--- src/rtl/msk_sbox_layer_seq_if.sv ---
// Handshake bundle between an S-box layer sequencer and its datapath/randomness source.
// The slave side is the sequencer; SW is the bundle index width.
interface msk_sbox_layer_seq_if #(
    parameter int SW = 1
);
    logic          start;
    logic          inverse_in;
    logic          rnd_valid;
    logic          rnd_ready;
    logic          sb_enable;
    logic          sb_inverse;
    logic [SW-1:0] in_sel;
    logic          wr_en;
    logic [SW-1:0] wr_sel;
    logic          busy;
    logic          done;

    modport master (
        output start, inverse_in, rnd_valid,
        input  rnd_ready, sb_enable, sb_inverse, in_sel, wr_en, wr_sel, busy, done
    );

    modport slave (
        input  start, inverse_in, rnd_valid,
        output rnd_ready, sb_enable, sb_inverse, in_sel, wr_en, wr_sel, busy, done
    );
endinterface

--- src/rtl/msk_sbox_layer_seq.sv ---
// Sequencer feeding NB = 2**PDSBOX column bundles through a LAT-deep masked S-box unit.
// Define MSK_SBOX_SEQ_RND_STALL_EN to stall the pipeline whenever fresh randomness is absent.
module msk_sbox_layer_seq #(
    parameter int d      = 2,
    parameter int PDSBOX = 0,
    parameter int LAT    = 3
) (
    input  logic                 clk,
    input  logic                 rst,
    msk_sbox_layer_seq_if.slave  bus
);
    localparam int NB = 2 ** PDSBOX;
    localparam int SW = (PDSBOX > 1) ? PDSBOX : 1;
    localparam logic [SW-1:0] LAST = SW'(NB - 1);
    localparam int unused_shares = d;

    localparam logic [1:0] IDLE  = 2'd0;
    localparam logic [1:0] FEED  = 2'd1;
    localparam logic [1:0] DRAIN = 2'd2;
    localparam logic [1:0] FIN   = 2'd3;

    logic [1:0]     state;
    logic [LAT-1:0] vld;
    logic [SW-1:0]  iss_cnt;
    logic [SW-1:0]  wb_cnt;
    logic           sb_inverse_q;
    logic           active;
    logic           sb_en;
    logic           wr_en_i;

    assign active = (state == FEED) || (state == DRAIN);

`ifdef MSK_SBOX_SEQ_RND_STALL_EN
    assign sb_en = active & bus.rnd_valid;
`else
    logic unused_rnd;
    assign unused_rnd = bus.rnd_valid;
    assign sb_en      = active;
`endif

    // A bundle leaves the unit when its token reaches the last stage and the pipe advances.
    assign wr_en_i = vld[LAT-1] & sb_en;

    assign bus.sb_enable  = sb_en;
    assign bus.rnd_ready  = sb_en;
    assign bus.sb_inverse = sb_inverse_q;
    assign bus.in_sel     = (state == FEED) ? iss_cnt : '0;
    assign bus.wr_en      = wr_en_i;
    assign bus.wr_sel     = wb_cnt;
    assign bus.busy       = (state != IDLE);
    assign bus.done       = (state == FIN);

    always_ff @(posedge clk or posedge rst) begin
        if (rst) begin
            state        <= IDLE;
            vld          <= '0;
            iss_cnt      <= '0;
            wb_cnt       <= '0;
            sb_inverse_q <= 1'b0;
        end else begin
            case (state)
                IDLE: begin
                    if (bus.start) begin
                        iss_cnt      <= '0;
                        wb_cnt       <= '0;
                        sb_inverse_q <= bus.inverse_in;
                        state        <= FEED;
                    end
                end
                FEED, DRAIN: begin
                    // Everything holds on a stalled edge; tokens only move with the unit.
                    if (sb_en) begin
                        vld <= (vld << 1) | LAT'(state == FEED);
                        if (state == FEED) begin
                            if (iss_cnt == LAST) begin
                                iss_cnt <= '0;
                                state   <= DRAIN;
                            end else begin
                                iss_cnt <= iss_cnt + SW'(1);
                            end
                        end
                    end
                    if (wr_en_i) begin
                        if (wb_cnt == LAST) begin
                            wb_cnt <= '0;
                        end else begin
                            wb_cnt <= wb_cnt + SW'(1);
                        end
                        if ((state == DRAIN) && (wb_cnt == LAST)) begin
                            state <= FIN;
                        end
                    end
                end
                FIN:     state <= IDLE;
                default: state <= IDLE;
            endcase
        end
    end
endmodule

--- src/flat_wrapper.sv ---
// flat-port wrapper written by rule: the top's interface ports become plain ports
module msk_sbox_layer_seq_flat 
#(
    parameter int d      = 2,
    parameter int PDSBOX = 0,
    parameter int LAT    = 3
)
  (clk, rst, bus_start, bus_inverse_in, bus_rnd_valid, bus_rnd_ready, bus_sb_enable, bus_sb_inverse, bus_in_sel, bus_wr_en, bus_wr_sel, bus_busy, bus_done);
  msk_sbox_layer_seq_if #(.SW(1)) bus_i ();
  input  logic clk;
  input  logic rst;
  input wire logic [$bits(bus_i.start)-1:0] bus_start;
  input wire logic [$bits(bus_i.inverse_in)-1:0] bus_inverse_in;
  input wire logic [$bits(bus_i.rnd_valid)-1:0] bus_rnd_valid;
  output wire logic [$bits(bus_i.rnd_ready)-1:0] bus_rnd_ready;
  output wire logic [$bits(bus_i.sb_enable)-1:0] bus_sb_enable;
  output wire logic [$bits(bus_i.sb_inverse)-1:0] bus_sb_inverse;
  output wire logic [$bits(bus_i.in_sel)-1:0] bus_in_sel;
  output wire logic [$bits(bus_i.wr_en)-1:0] bus_wr_en;
  output wire logic [$bits(bus_i.wr_sel)-1:0] bus_wr_sel;
  output wire logic [$bits(bus_i.busy)-1:0] bus_busy;
  output wire logic [$bits(bus_i.done)-1:0] bus_done;
  assign bus_i.start = bus_start;
  assign bus_i.inverse_in = bus_inverse_in;
  assign bus_i.rnd_valid = bus_rnd_valid;
  assign bus_rnd_ready = bus_i.rnd_ready;
  assign bus_sb_enable = bus_i.sb_enable;
  assign bus_sb_inverse = bus_i.sb_inverse;
  assign bus_in_sel = bus_i.in_sel;
  assign bus_wr_en = bus_i.wr_en;
  assign bus_wr_sel = bus_i.wr_sel;
  assign bus_busy = bus_i.busy;
  assign bus_done = bus_i.done;
  msk_sbox_layer_seq #(.d(d), .PDSBOX(PDSBOX), .LAT(LAT)) u_core (.clk(clk), .rst(rst), .bus(bus_i));
endmodule
--- config.mk ---
export PLATFORM = sky130hd
export DESIGN_NAME = msk_sbox_layer_seq_flat
export DESIGN_NICKNAME = d
export VERILOG_FILES = /design/src/rtl/msk_sbox_layer_seq_if.sv /design/src/rtl/msk_sbox_layer_seq.sv /design/src/flat_wrapper.sv
export SDC_FILE = /design/constraint.sdc
export NUM_CORES = 1
export LEC_CHECK = 0
export CORE_AREA = 5 5 42 44
export DETAILED_ROUTE_END_ITERATION = 7
export DIE_AREA = 0 0 47 49
export GPL_TIMING_DRIVEN = 0
export HOLD_SLACK_MARGIN = 0.1
export PLACE_DENSITY = 0.48
export RECOVER_POWER = 25
export SYNTH_ARGS = -nofsm -noshare
export SYNTH_HDL_FRONTEND = slang
export SYNTH_SLANG_ARGS = --single-unit
--- constraint.sdc ---
create_clock -name clk -period 1.6 [get_ports clk]
set_input_delay 0.32 -clock clk [delete_from_list [all_inputs] [get_ports clk]]
set_output_delay 0.32 -clock clk [all_outputs]
set_load 0.03 [all_outputs]
# Yosys cells after proc, flatten, opt, wreduce, memory -nomap -nowiden
# Cells that the tools add are included.
[totals]
input_bits = 5
ff_bits = 8
word_cells = 43
[classes]
eq_ne = 7
reduce_logical = 10
n_bitwise = 3
n_addsub = 2
muxes = 16
[ops]
columns = ["operator", "n"]
rows = [
  ["2-bit two-way mux", 6],
  ["1-bit two-way mux", 7],
  ["2-bit one-hot mux with 3 select lines", 1],
  ["2-bit equality test (second input constant)", 2],
  ["2-bit by 1-bit inequality test with 1-bit output (second input constant)", 2],
  ["2-bit inequality test (second input constant)", 2],
  ["1-bit one-hot mux with 2 select lines", 2],
  ["2-bit AND reduction", 2],
  ["4-bit AND reduction", 1],
  ["2-bit nonzero test", 2],
  ["3-bit by 1-bit OR with 3-bit output", 1],
  ["3-bit AND reduction", 1],
  ["1-bit adder (second input constant)", 2],
  ["2-bit by 1-bit equality test with 1-bit output (second input constant)", 1],
  ["2-bit logical NOT", 1],
  ["2-bit OR reduction", 1],
  ["1-bit bitwise AND", 1],
  ["1-bit logical AND", 1],
  ["1-bit logical OR", 1],
  ["1-bit inverter", 1],
]

# Logic depth before layout (Yosys ltp)
# Gate-level depths: netlist (run 1).
[logic_depth]
word_depth = 6
mapped_depth = 5
ltp_nobuf = 5

# Worst setup path after synthesis (run 1)
# Ideal clock, no wire load.
[synth_path]
path_type = "flip-flop to output port"
startpoint = "reg u_core.state[0]"
endpoint = "out bus_wr_en"
arrival_time_ps = 1283
path_buffers = 0
path_stages_with_launch = 4
path_slack_ps = -3
path_cell_list = "dfrtp_1 inv_1 ha_1 and2_2"
[synth_between]
elab_chain_cells = 3
word_cells_on_any_way = 4
cone_classes = "eq/ne: 2; bitwise: 1; reduce/logical: 1"
[synth_lines]
columns = ["item", "line", "source"]
rows = [
  ["start: declaration", "msk_sbox_layer_seq.sv:22", "logic [1:0] state;"],
  ["start signal: assignment", "msk_sbox_layer_seq.sv:55", "state <= IDLE;"],
  ["start signal: assignment", "msk_sbox_layer_seq.sv:67", "state <= FEED;"],
  ["start signal: assignment", "msk_sbox_layer_seq.sv:77", "state <= DRAIN;"],
  ["2-bit by 1-bit equality test with 1-bit output or 2-bit equality test (tied branches)", "msk_sbox_layer_seq.sv:31", "assign active = (state == FEED) || (state == DRAIN);"],
  ["1-bit logical OR *", "msk_sbox_layer_seq.sv:31", ""],
  ["named net bus_rnd_ready", "flat_wrapper.sv:15", "output wire logic [$bits(bus_i.rnd_ready)-1:0] bus_rnd_ready;"],
  ["1-bit bitwise AND *", "msk_sbox_layer_seq.sv:42", "assign wr_en_i = vld[LAT-1] & sb_en;"],
  ["end: declaration", "flat_wrapper.sv:19", "output wire logic [$bits(bus_i.wr_en)-1:0] bus_wr_en;"],
]
# The timed path passes the listed nets; every way through them passes the cells marked *.

# Final worst setup path (run 1)
[layout_path]
startpoint = "reg u_core.state[1]"
endpoint = "out bus_wr_en"
[layout_between]
elab_chain_cells = 3
word_cells_on_any_way = 4
cone_classes = "eq/ne: 2; bitwise: 1; reduce/logical: 1"
[layout_lines]
columns = ["item", "line"]
rows = [
  ["2-bit by 1-bit equality test with 1-bit output or 2-bit equality test (tied branches)", "msk_sbox_layer_seq.sv:31"],
  ["1-bit logical OR *", "msk_sbox_layer_seq.sv:31"],
  ["1-bit bitwise AND *", "msk_sbox_layer_seq.sv:42"],
]
# Every way passes the cells marked *; elsewhere a longest branch is shown, timed or not.

==> results.cfg, run 1 <==
[status]
status = complete, but fails checks
violations = negative setup slack

[job]
drv_cap = 0

[critical_path]
crit_chain = inv_2 -> ha_4 -> and2_2 -> buf_2
rr_worst_depth = 6
crit_required_ns = 1.28
critical_path_class = reg -> out
cp-start-kind = flip-flop
reg2reg_to = u_core.state[0]$_DFFE_PP0P_
r2r-start = u_core.state[0]$_DFFE_PP0P_
r2r_slack_ns = 0.33
critPathLaunch = u_core.state[1]$_DFFE_PP0P_
cp_slowest_cell = dfrtp_1
cp-end-kind = primary output
cp.arrival_ns = 1.29
critPathMaxFanout = 7
critical_path_buf_inv_count = 2
critPathMaxStageDelay_ns = 0.39
cp_top_family = flip-flops

[layout]
finalNetCount = 60
area_growth_pct = 46.69
drive_above_1_share = 0.4898
layout_common_cells = 8 x buf_4, 6 x dfrtp_1, 4 x mux2_2
final_common_cell = buf_4
antenna_cells = 0

[floorplan]
coreArea_um2 = 1401
ioPinCount = 13
die_area_um2 = 2303
initial_utilization = 0.2429
fp.dieH_um = 49
die_w_um = 47
fp-row-count = 14

[synth]
synth.distinct_cells = 14
ys_warn_count = 0
ys_ff_latch = 6
synth_area_per_cell_um2 = 10.64
synth_cells = 32
syn_area_um2 = 340.3
ys_seq_area_frac = 0.4412

[routing]
drt_wl_total_um = 679
vias_per_cell = 4.092
first_pass_iters = 2
drc = 0
drt_iter0_markers = 2
ant_nets = 0
vias = 266
wl_per_cell_um = 10.45

[clock_network]
cts_sinks = 6
cts_tree = done
numCtsBuffers = 3
clock_tree.buffer_depth = 2
clk_pin_slew_ns = 0.05
htree_levels = 1
worstSkewPairLatency_ns = 0.24
cts-root-buf = clkbuf_4

[global_routing]
grt_use_total = 0.07861
grt_max_degree = 8
antenna_found_initial = 0
grt_overflow = 0
grt_pass1_wl_um = 1248
grt_pass1_vias = 270

[placed_design]
dp_hpwl_um = 496.7
gp_congestion = 0.6994
buffer_ports.inserted = 9

[timing]
fin_ws_ns = -0.01461
setup_viol = 1
fin_crit_sh = 1.009
fin_setup_tns_ns = -0.01461
hold_viol = 0
post-route-min-period_ns = 1.615
rsz0062_at_grt = true
max_freq_mhz = 619.3
maxSlewViolCount = 0
finClkSkew_ns = 0.0003678

[hold_path]
hp-class = in -> async
==> cell type report <==
type                       count  area (µm²)
fill                         165       902.1
multi-input combinational     19       165.2
sequential                     6       150.1
timing repair buffer          13       100.1
clock buffer                   3       22.52
buffer                         3       22.52
tap                           16       20.02
inverter                       5       18.77
==> cells in the mapped netlist <==
cell type / instances / area [µm²]
o21ai_1: 1 / 5.000
a21o_1: 1 / 7.510
o21ai_0: 1 / 5.000
conb_1: 1 / 3.750
buf_4: 3 / 22.52
ha_1: 4 / 50.05
inv_1: 4 / 15.01
dfrtp_1: 6 / 150.1
nor2b_1: 1 / 6.260
a211oi_1: 1 / 7.510
inv_2: 1 / 3.750
and2_2: 1 / 7.510
mux2_2: 4 / 45.04
nand2_1: 3 / 11.26
==> stage by stage <==
stage          cell area, µm²  setup slack [ns]    util  instances  hold slack (ns)
2_1_floorplan           346.6            0.1036       -         33           0.1110
6_report                499.2          -0.01461  0.3563         65           0.4272
5_1_grt                 499.2          -0.06587  0.3563         65           0.4344
4_1_cts                 495.5           -0.1525  0.3536         63           0.2872
3_3_place_gp            456.7           -0.3843  0.3259         58           0.4857
3_5_place_dp            456.7           -0.4071  0.3259         58           0.4920
==> flip-flops by register name, summed over array words and instances (netlist names) <==
name	flops
u_core.vld	3
u_core.bus.sb_inverse	1
u_core.state	2
==> timing repair <==
item                       in CTS  in global routing
resized for setup              18                  8
hold buffers                    0                  0
setup buffers                   2                  2
pin swaps                       0                  1
setup endpoints to repair       5                  5
==> metal layers <==
| metal | track usage | vias to the layer above | part of all wire |
|---|---|---|---|
| li1 | - | 131 | - |
| met1 | 0.09396 | 126 | 0.41 |
| met2 | 0.1086 | 7 | 0.50 |
| met3 | 0.03321 | 2 | 0.060 |
| met4 | 0.05530 | 0 | 0.022 |
| met5 | 0 | - | 0 |
==> worst max path at each step <==
stage / endpoint / cells after the start
floorplan: bus_wr_en / 3
global placement: bus_wr_en / 4
detailed placement: bus_wr_en / 4
CTS: bus_wr_en / 4
global route: bus_wr_en / 4
finish: bus_wr_en / 4
==> kinds of logic after synthesis <==
family,share of synthesized area
compound gates,0.07352
fa+ha+maj,0.1471
buf+inv,0.1213
flops,0.4412
mux,0.1323
other cells,0.01102
simple gates,0.07355
Power of run 1 is left out: the tool's default activity adds up to more than one toggle a clock period on the data nets, which glitch-free logic cannot reach.
==> inputs of run 2 (changes only) <==
SLEW_MARGIN = 40   (was default)
==> results of run 2 <==
Same layout as run 1: the final DEF is identical, and so are final timing and power.
Power of run 2 is left out for the same reason.
